===== src/rtl/csit_luks_pkg.sv =====
// csit_luks_pkg: shared types and constants for the rotary-encoder user interface
package csit_luks_pkg;
  typedef enum logic [1:0] {PB_NONE = 2'd0, PB_SHORT = 2'd1, PB_LONG = 2'd2} press_type_e;
  typedef enum logic {ST_IDLE = 1'b0, ST_HELD = 1'b1} press_state_e;
  localparam logic [7:0] UIO_OE_MASK = 8'h07;
  // Map the {B,A} Gray state onto a linear 0..3 position so a CW step is +1 mod 4
  function automatic logic [1:0] quad_pos(input logic [1:0] ba);
    return {ba[1], ba[1] ^ ba[0]};
  endfunction
endpackage


===== src/rtl/csit_luks_encoder_if_quad_decoder.sv =====
// quad_decoder: x4 quadrature decoder producing single-cycle inc/dec pulses
module quad_decoder
  import csit_luks_pkg::*;
(
  input  logic clk,
  input  logic a_i,
  input  logic b_i,
  output logic inc_o,
  output logic dec_o
);
  logic [1:0] prev_q;
  logic [1:0] step;
  // Previous state always follows the input, so reset and illegal jumps both resync it
  always_ff @(posedge clk) prev_q <= {b_i, a_i};
  assign step  = quad_pos({b_i, a_i}) - quad_pos(prev_q);
  assign inc_o = step == 2'd1;
  assign dec_o = step == 2'd3;
endmodule


===== src/rtl/csit_luks_encoder_if.sv =====
// csit_luks_encoder_if: encoder position counter plus short/long pushbutton classifier
module csit_luks_encoder_if
  import csit_luks_pkg::*;
#(
  parameter logic [7:0] CNT_INIT     = 8'd9,
  parameter int         DEBOUNCE_CYC = 16,
  parameter int         LONG_CYC     = 500
) (
  input  logic       clk,
  input  logic       rst_n,
  input  logic       ena,
  input  logic [7:0] ui_in,
  output logic [7:0] uo_out,
  input  logic [7:0] uio_in,
  output logic [7:0] uio_out,
  output logic [7:0] uio_oe
);
  localparam int DW = $clog2(DEBOUNCE_CYC + 1);
  localparam int HW = $clog2(LONG_CYC + 1);
  logic          rst;
  logic [2:0]    s1_q, s2_q;
  logic          inc, dec;
  logic [7:0]    count_q;
  logic [DW-1:0] stab_q;
  logic          pb_q;
  press_state_e  state_q;
  logic [HW-1:0] hold_q;
  press_type_e   type_q;
  logic          done_q;
  logic          unused_in;
  // The reset pin is named rst_n but is asserted high
  assign rst = rst_n;
  assign unused_in = &{1'b0, ena, uio_in, ui_in[7:3]};
  // Two-flop synchronizer for encoder A/B and the pushbutton
  always_ff @(posedge clk) begin
    s1_q <= ui_in[2:0];
    s2_q <= s1_q;
  end
  quad_decoder u_quad (
    .clk  (clk),
    .a_i  (s2_q[0]),
    .b_i  (s2_q[1]),
    .inc_o(inc),
    .dec_o(dec)
  );
  // Position counter, wraps modulo 256
  always_ff @(posedge clk)
    if (rst) count_q <= CNT_INIT;
    else if (inc) count_q <= count_q + 8'd1;
    else if (dec) count_q <= count_q - 8'd1;
  // Debounce: the raw level must disagree for DEBOUNCE_CYC straight cycles to be accepted
  always_ff @(posedge clk)
    if (rst) begin
      pb_q   <= 1'b1;
      stab_q <= '0;
    end else if (s2_q[2] != pb_q) begin
      if (stab_q == DW'(DEBOUNCE_CYC - 1)) begin
        pb_q   <= s2_q[2];
        stab_q <= '0;
      end else stab_q <= stab_q + 1'b1;
    end else stab_q <= '0;
  // Press FSM: time the debounced hold and classify it on release
  always_ff @(posedge clk)
    if (rst) begin
      state_q <= ST_IDLE;
      hold_q  <= '0;
      type_q  <= PB_NONE;
      done_q  <= 1'b0;
    end else begin
      done_q <= 1'b0;
      if (state_q == ST_IDLE) begin
        if (!pb_q) begin
          state_q <= ST_HELD;
          hold_q  <= '0;
        end
      end else if (pb_q) begin
        state_q <= ST_IDLE;
        type_q  <= hold_q >= HW'(LONG_CYC) ? PB_LONG : PB_SHORT;
        done_q  <= 1'b1;
      end else if (hold_q != HW'(LONG_CYC)) hold_q <= hold_q + 1'b1;
    end
  assign uo_out  = count_q;
  assign uio_out = {5'b0, done_q, type_q};
  assign uio_oe  = UIO_OE_MASK;
endmodule


===== config.mk =====
export PLATFORM = sky130hd
export DESIGN_NAME = csit_luks_encoder_if
export DESIGN_NICKNAME = d
export VERILOG_FILES = /design/src/rtl/csit_luks_pkg.sv /design/src/rtl/csit_luks_encoder_if_quad_decoder.sv /design/src/rtl/csit_luks_encoder_if.sv
export SDC_FILE = /design/constraint.sdc
export NUM_CORES = 1
export LEC_CHECK = 0
export CORE_MARGIN = 2
export CORE_UTILIZATION = 45
export CTS_CLUSTER_DIAMETER = 80
export CTS_CLUSTER_SIZE = 10
export DETAILED_ROUTE_END_ITERATION = 6
export HOLD_SLACK_MARGIN = 0.02
export PLACE_DENSITY_LB_ADDON = 0.15
export SYNTH_ARGS = -nofsm -noshare
export SYNTH_HDL_FRONTEND = slang
export SYNTH_HIERARCHICAL = 1
export SYNTH_SLANG_ARGS = --single-unit

===== constraint.sdc =====
create_clock -name clk -period 8.5 [get_ports clk]
set_clock_uncertainty 0.05 [all_clocks]
set_input_delay 1.7 -clock clk [delete_from_list [all_inputs] [get_ports clk]]
set_output_delay 1.7 -clock clk [all_outputs]
set_load 0.02 [all_outputs]

==> metrics.txt, run 1 <==
Slowest cell on crit path=or4b_2; site row count=22; Synth Cell Area=about 1700 um^2; Lkg Pwr=approximately 0.75 nW; Initial DRC Count=between 40 and 50; Layout area overhead=12.3%; setup TNS=0 ns; Worst Setup Start Kind=input pin; Initial Util=a little under half; period utilization=37.3%; I/O Buffers=15; vias per cell=5.02; Yosys reg bits=35; nets@finish=229; Die Wd=65.5 um; n_diodes=0; CTS Sinks=35; HPWL after detailed placement=2070 um; Crit path largest cell delay=between 0.7 and 0.8 ns; largest family of logic cells by synthesized area=simple AND/OR/NAND/NOR gates; clock buffer depth=2; Yosys warnings=6; Cells on Worst Hold Path=0; r2r setup slk=approximately 5.4 ns; multi-input combinational cell area=roughly 890 um^2; Via Count=roughly 1200; Worst R2R Path Depth=11; Worst R2R End=uo_out[7]$_SDFFE_PP0P_; post-synthesis cell count=approximately 180; hold_ws=0.277 ns; grt total ovfl=0; Synth Area in Compound Gates=a little over an eighth; Root Driver=clkbuf_8; Hold EP=s2_q[1]$_DFF_P_; global-route wire length before repair=between 4000 and 5000 um; # setup viols final=0; Reg area=701 um^2; # hold bufs at CTS=0; WL/cell=11.6 um; # resized after CTS=0; Clk Latency, worst-skew pair=0.29 ns; crit path from=rst_n; commonest non-fill, non-tap cell in the layout=dfxtp_1; fin util=52.5%; H-tree depth=2; crit-path cells=clkdlybuf4s50_1, or4b_2, o211ai_1; most frequent cells in the layout=dfxtp_1 (35), nor2_1 (22), clkdlybuf4s50_1 (15); max cap viols=0; Worst Hold Launch=s1_q[1]$_DFF_P_; Power Dens Cells=between 200 and 300 nW/um^2; share of cells above drive strength 1=6.03%; number of I/O pins=43; fillcell total=between 300 and 400; post-synthesis sequential area ratio=approximately two fifths; WS Path Type=input pin to flip-flop; max_slew headroom=49.2%; RR Startpoint=u_quad/prev_q[1]$_DFF_P_; status=completed; RSZ-0062 raised after global routing=false; crit path max fanout=17; Placer Congestion=0.828; CTS buffer count=5; Residual DRC=0; CTS clk-pin slew, worst paths=about 0.06 ns; Worst-Margin Slew=~0.76 ns; mux contribution to synthesized area=between 1.5 and 2%; die area=between 4000 and 5000 um^2; number of setup buffers added after CTS=0; pin count of the biggest net entering global routing=18; Hold Path Class=flip-flop to flip-flop; simple-gate share of the synthesized area=16.8%; Yosys cell types=39; initial antenna violation count=0; final WL=between 2000 and 3000 um; core area=~3600 um^2; post-synthesis xor/xnor area fraction=between 8 and 9%; Max Fclk=approximately 320 MHz; Adder-Cell Fraction of Synth Area=9.27%; chip height=around 65 um; ANT nets after route=0; Worst EP required=just under 9 ns; Worst EP arrival=3.34 ns; Mapped Avg Cell Area=around 9 um^2; Hold Violations, Final=0; Setup crit end kind=flip-flop; vias in the first global route=~1200; Slew Limit Fails=0; min cycle time layout=roughly 3.2 ns; total track usage=between 10% and 20%; peak supply drop=0.156 mV; CTS tree=done; Pre-antenna DRT Iters=4
-- critical path, delay by kind of cell --
kind	cells	cell delay (ns)
buffers and inverters	1	0.71
AO/OA/AOI/OAI	1	0.16
AND/OR/NAND/NOR	1	0.76
-- cells in the mapped netlist --
library cell	number	area, um^2
nand4b_1	2	17.5
mux2_1	1	11.3
or3_1	3	18.8
nor2_1	22	82.6
nor2b_4	1	13.8
clkbuf_1	5	18.8
xor2_1	8	70.1
o21ai_1	2	10.0
and2b_2	1	8.76
a31oi_1	1	6.26
o2111ai_1	1	8.76
a21o_2	1	8.76
xor3_1	1	23.8
xnor2_1	6	52.6
conb_1	2	7.51
or4b_2	1	10.0
nor4b_1	1	8.76
ha_1	11	138
a21o_1	1	7.51
o221ai_1	1	8.76
o21ai_0	7	35.0
dfxtp_1	35	701
nand2_1	9	33.8
o31ai_2	1	12.5
nand4_1	2	12.5
o211ai_1	3	22.5
inv_1	6	22.5
nor3_1	2	10.0
o31ai_1	1	7.51
fa_1	1	20.0
and3_1	3	18.8
nand3_1	5	25.0
mux2i_1	2	20.0
a21oi_1	14	70.1
a211oi_1	2	15.0
buf_4	14	105
a211oi_2	1	12.5
nand2b_1	2	12.5
nor2b_1	2	12.5
-- kinds of logic (layout without fill, tap and decap cells) --
group,count (synthesis),after routing
buffers and inverters,25,29
multiplexers,3,3
XOR/XNOR,15,15
flip-flops,35,35
AO/OA/AOI/OAI,36,36
AND/OR/NAND/NOR,56,56
adder cells (fa/ha/maj),12,12
other,2,13
-- metal layers --
layer | track usage (%) | part of all wire, % | vias to the layer above
met5 | 0 | 0 | -
met4 | 10.2 | 2.7 | 0
met1 | 17.8 | 46 | 566
li1 | - | - | 633
met2 | 23.9 | 46 | 32
met3 | 4.79 | 5.5 | 8
-- worst max-delay path by stage --
stage	endpoint	slack, ns	depth (start not counted)
floorplan	uo_out[7]$_SDFFE_PP0P_	5.67	11
global placement	hold_q[3]$_SDFFE_PP0P_	5.02	4
detailed placement	hold_q[4]$_SDFFE_PP0P_	5.01	4
CTS	uo_out[6]$_SDFFE_PP0P_	5.31	3
global route	hold_q[4]$_SDFFE_PP0P_	5.14	4
finish	uo_out[6]$_SDFFE_PP0P_	5.33	3
-- layout make-up --
type / instances / area share [%]
timing repair buffer: 15 / 7.86
clock inverter: 1 / 0.262
inverter: 6 / 1.18
sequential: 35 / 36.7
tap: 48 / 3.15
multi-input combinational: 135 / 46.9
clock buffer: 7 / 4.00
-- per-stage QoR --
step                      total power (W)  worst slack, ns  cells  area (um^2)
final                            0.000549             5.33    247         1910
after global routing             0.000587             5.14    247         1910
after CTS                        0.000554             5.31    247         1910
after detailed placement         0.000437             5.01    239         1830
after global placement           0.000433             5.02    239         1830
after floorplan                  0.000381             5.67    195         1740
-- where the power goes --
part	internal [W]	leakage, nW	total (W)	switching, W
logic	0.000111	0.425	0.000232	0.000121
clock network	0.0000574	0.0422	0.000114	0.0000569
registers	0.000184	0.287	0.000202	0.0000184
total	0.000353	0.754	0.000549	0.000196
-- sequential cells by signal, summed over array words and instances, names as in the netlist --
signal,count
s2_q,3
pb_q,1
type_q,2
state_q,1
u_quad/prev_q,2
hold_q,9
stab_q,5
done_q,1
uo_out,8
s1_q,3
No activity file was read; power rests on OpenSTA's default activity.
==> inputs of run 2 (changes only) <==
Settings changed: CORE_UTILIZATION 45 to 44.
Clock period 8.5 ns to 2.59 ns, I/O delays scaled along.
==> run 2 against run 1 <==
Net effect:
- the flow now finishes with violations (negative setup slack)
- count of clock-buffer cells in the layout shrank 1
- cell count grew 6.9%
- sequential power grew to 3.3 times the previous value
- core utilization grew 5.3 points
- total power grew to 3.9 times the previous value
- combinational power grew to 4.3 times the previous value
- die area grew 2.1%
- register-to-register slack lost 5.5 ns
- critical endpoint is now uo_out[7]$_SDFFE_PP0P_
- highest routed layer unchanged
==> metrics.txt, run 2 (synthesis results as in run 1) <==
status=complete, but fails checks (was completed); violated checks=negative setup slack; max cap viols=0 (unchanged); M1 wire length=1470 um (was 1310 um); crit-path cells=xor2_1, ha_1, xor3_1, nor2_4, inv_4, ha_1, a21oi_2, o21ai_2, o31ai_2, mux2i_1, mux2_1 (was clkdlybuf4s50_1, or4b_2, o211ai_1); Buf/Inv on CP=1 (unchanged); CTS tree=done (unchanged); commonest non-fill, non-tap cell in the layout=dfxtp_1 (unchanged); Root Driver=clkbuf_8 (unchanged); CP top delay family=multiplexers (was simple AND/OR/NAND/NOR gates); Setup WS post-layout=-0.114 ns (was 5.33 ns); HPWL after detailed placement=2270 um (was 2070 um); CTS clk-pin slew, worst paths=0.06 ns (about the same); Post-Layout Cell Count=264 (was 247); clock share of power=23.1% (was 20.8%); Initial Util=46.1% (was 46.8%); vias per cell=4.91 (was 5.02); # setup viols final=1 (was 0); Worst EP required=2.71 ns (was 8.67 ns); Reg power frac=31.0% (was 36.8%); Crit path largest cell delay=0.33 ns (was 0.76 ns); min cycle time layout=~2.7 ns; nets@finish=246 (was 229); WS Path Type=flip-flop to flip-flop (was input pin to flip-flop); # hold bufs at CTS=0 (unchanged); cell mode on critical path=ha_1; Hold Violations, Final=0 (unchanged); sw power=0.000721 W (was 0.000196 W); Clk Latency, worst-skew pair=0.28 ns (was 0.29 ns); site row count=22 (unchanged); vias in the first global route=1225 (was 1181); I/O Buffers=15 (unchanged); Max Fclk=roughly 370 MHz; ANT nets after route=0 (unchanged); crit path max fanout=6 (was 17); grt total ovfl=0 (unchanged); post-layout instance area=2130 um^2 (was 1910 um^2); Hold Path Class=flip-flop to flip-flop (unchanged); max reg flops=9 (unchanged); n_diodes=0 (unchanged); Placer Congestion=0.816 (was 0.828); placed insts=254 (was 239); switch share=33.4% (was 35.7%); final WL=3100 um (was 2860 um); CTS Sinks=35 (unchanged); most frequent cells in the layout=dfxtp_1 (33), nor2_1 (20), buf_4 (17) (was dfxtp_1 (35), nor2_1 (22), clkdlybuf4s50_1 (15)); number of I/O pins=43 (unchanged); combinational power share=45.9% (was 42.3%); Worst EP arrival=2.82 ns (was 3.34 ns); die area=4380 um^2 (was 4290 um^2); RSZ-0062 raised after global routing=true (was false); pin count of the biggest net entering global routing=13 (was 18); chip height=66.2 um (was 65.5 um); period utilization=104%; share of cells above drive strength 1=19.9% (was 6.03%); met3 wire len=151 um (was 156 um); clock buffer depth=2 (unchanged); total track usage=16.0% (was 15.2%); Lkg Pwr=0.859 nW (was 0.754 nW); Highest Signal Layer=met4 (unchanged); global-route wire length before repair=5350 um (was 4920 um); Initial DRC Count=24 (was 43); Slew Limit Fails=0 (unchanged); Largest Register=hold_q (unchanged); Worst Setup Start Kind=flip-flop (was input pin); Internal Power=0.00144 W (was 0.000353 W); peak supply drop=0.711 mV (was 0.156 mV); Residual DRC=0 (unchanged); Power Dens Cells=1010 nW/um^2 (was 287 nW/um^2); Slowest cell on crit path=dfxtp_2 (was or4b_2); core area=3690 um^2 (was 3630 um^2); Layout area overhead=25.4% (was 12.3%); H-tree depth=2 (unchanged); initial antenna violation count=0 (unchanged); WL/cell=11.7 um (was 11.6 um); Setup crit end kind=flip-flop (unchanged); Die Wd=66.2 um (was 65.5 um); CTS buffer count=5 (unchanged); routed length on met2=1420 um (was 1320 um); Post-DP Area=1970 um^2 (was 1830 um^2); Via Count=1296 (was 1239); Pre-antenna DRT Iters=4 (unchanged)
==> run 2: layer usage <==
metal / GRT usage (%) / vias up
met5: 0 / -
met4: 6.89 / 0
met3: 4.26 / 7
met2: 26.1 / 27
met1: 19.9 / 593
li1: - / 669
==> run 2: what timing repair did <==
action	CTS	global route
pin swaps	0	1
setup endpoints to repair	3	4
setup buffers	1	1
gates cloned	0	0
resized for setup	2	6
==> run 2: metrics by stage <==
step                setup TNS [ns]  util, %  hold WS, ns  total power, W  worst slack [ns]
floorplan                  -0.0550        -        0.260         0.00130           -0.0550
global placement            -0.119     53.4        0.264         0.00160            -0.119
detailed placement          -0.183     53.4        0.264         0.00162            -0.165
CTS                         -0.177     57.1        0.282         0.00216            -0.177
global route                -0.308     57.8        0.293         0.00231            -0.244
finish                      -0.114     57.8        0.277         0.00216            -0.114
==> run 2: cell type report <==
type	instances	area, um^2
multi-input cells	135	948
fillers	332	1560
clock buffers	6	82.6
clock inverters	2	35.0
inverters	6	25.0
well taps	48	60.1
repair buffers	32	278
flip-flops and latches	35	703
==> run 2: power groups by stage <==
stage / combinational (W) / clock, W / sequential, W
floorplan: 0.000562 / 0 / 0.000735
global placement: 0.000923 / 0 / 0.000676
detailed placement: 0.000945 / 0 / 0.000680
CTS: 0.000977 / 0.000511 / 0.000668
global route: 0.00109 / 0.000540 / 0.000680
finish: 0.000991 / 0.000498 / 0.000670
==> run 2: final timing paths <==
path         slack (ns)  depth (start not counted)                      from                     end
max               -0.11                         11  u_quad/prev_q[1]$_DFF_P_  uo_out[7]$_SDFFE_PP0P_
max reg2reg       -0.11                         11  u_quad/prev_q[1]$_DFF_P_  uo_out[7]$_SDFFE_PP0P_
min                0.28                          0           s1_q[1]$_DFF_P_         s2_q[1]$_DFF_P_
min reg2reg        0.28                          0           s1_q[1]$_DFF_P_         s2_q[1]$_DFF_P_
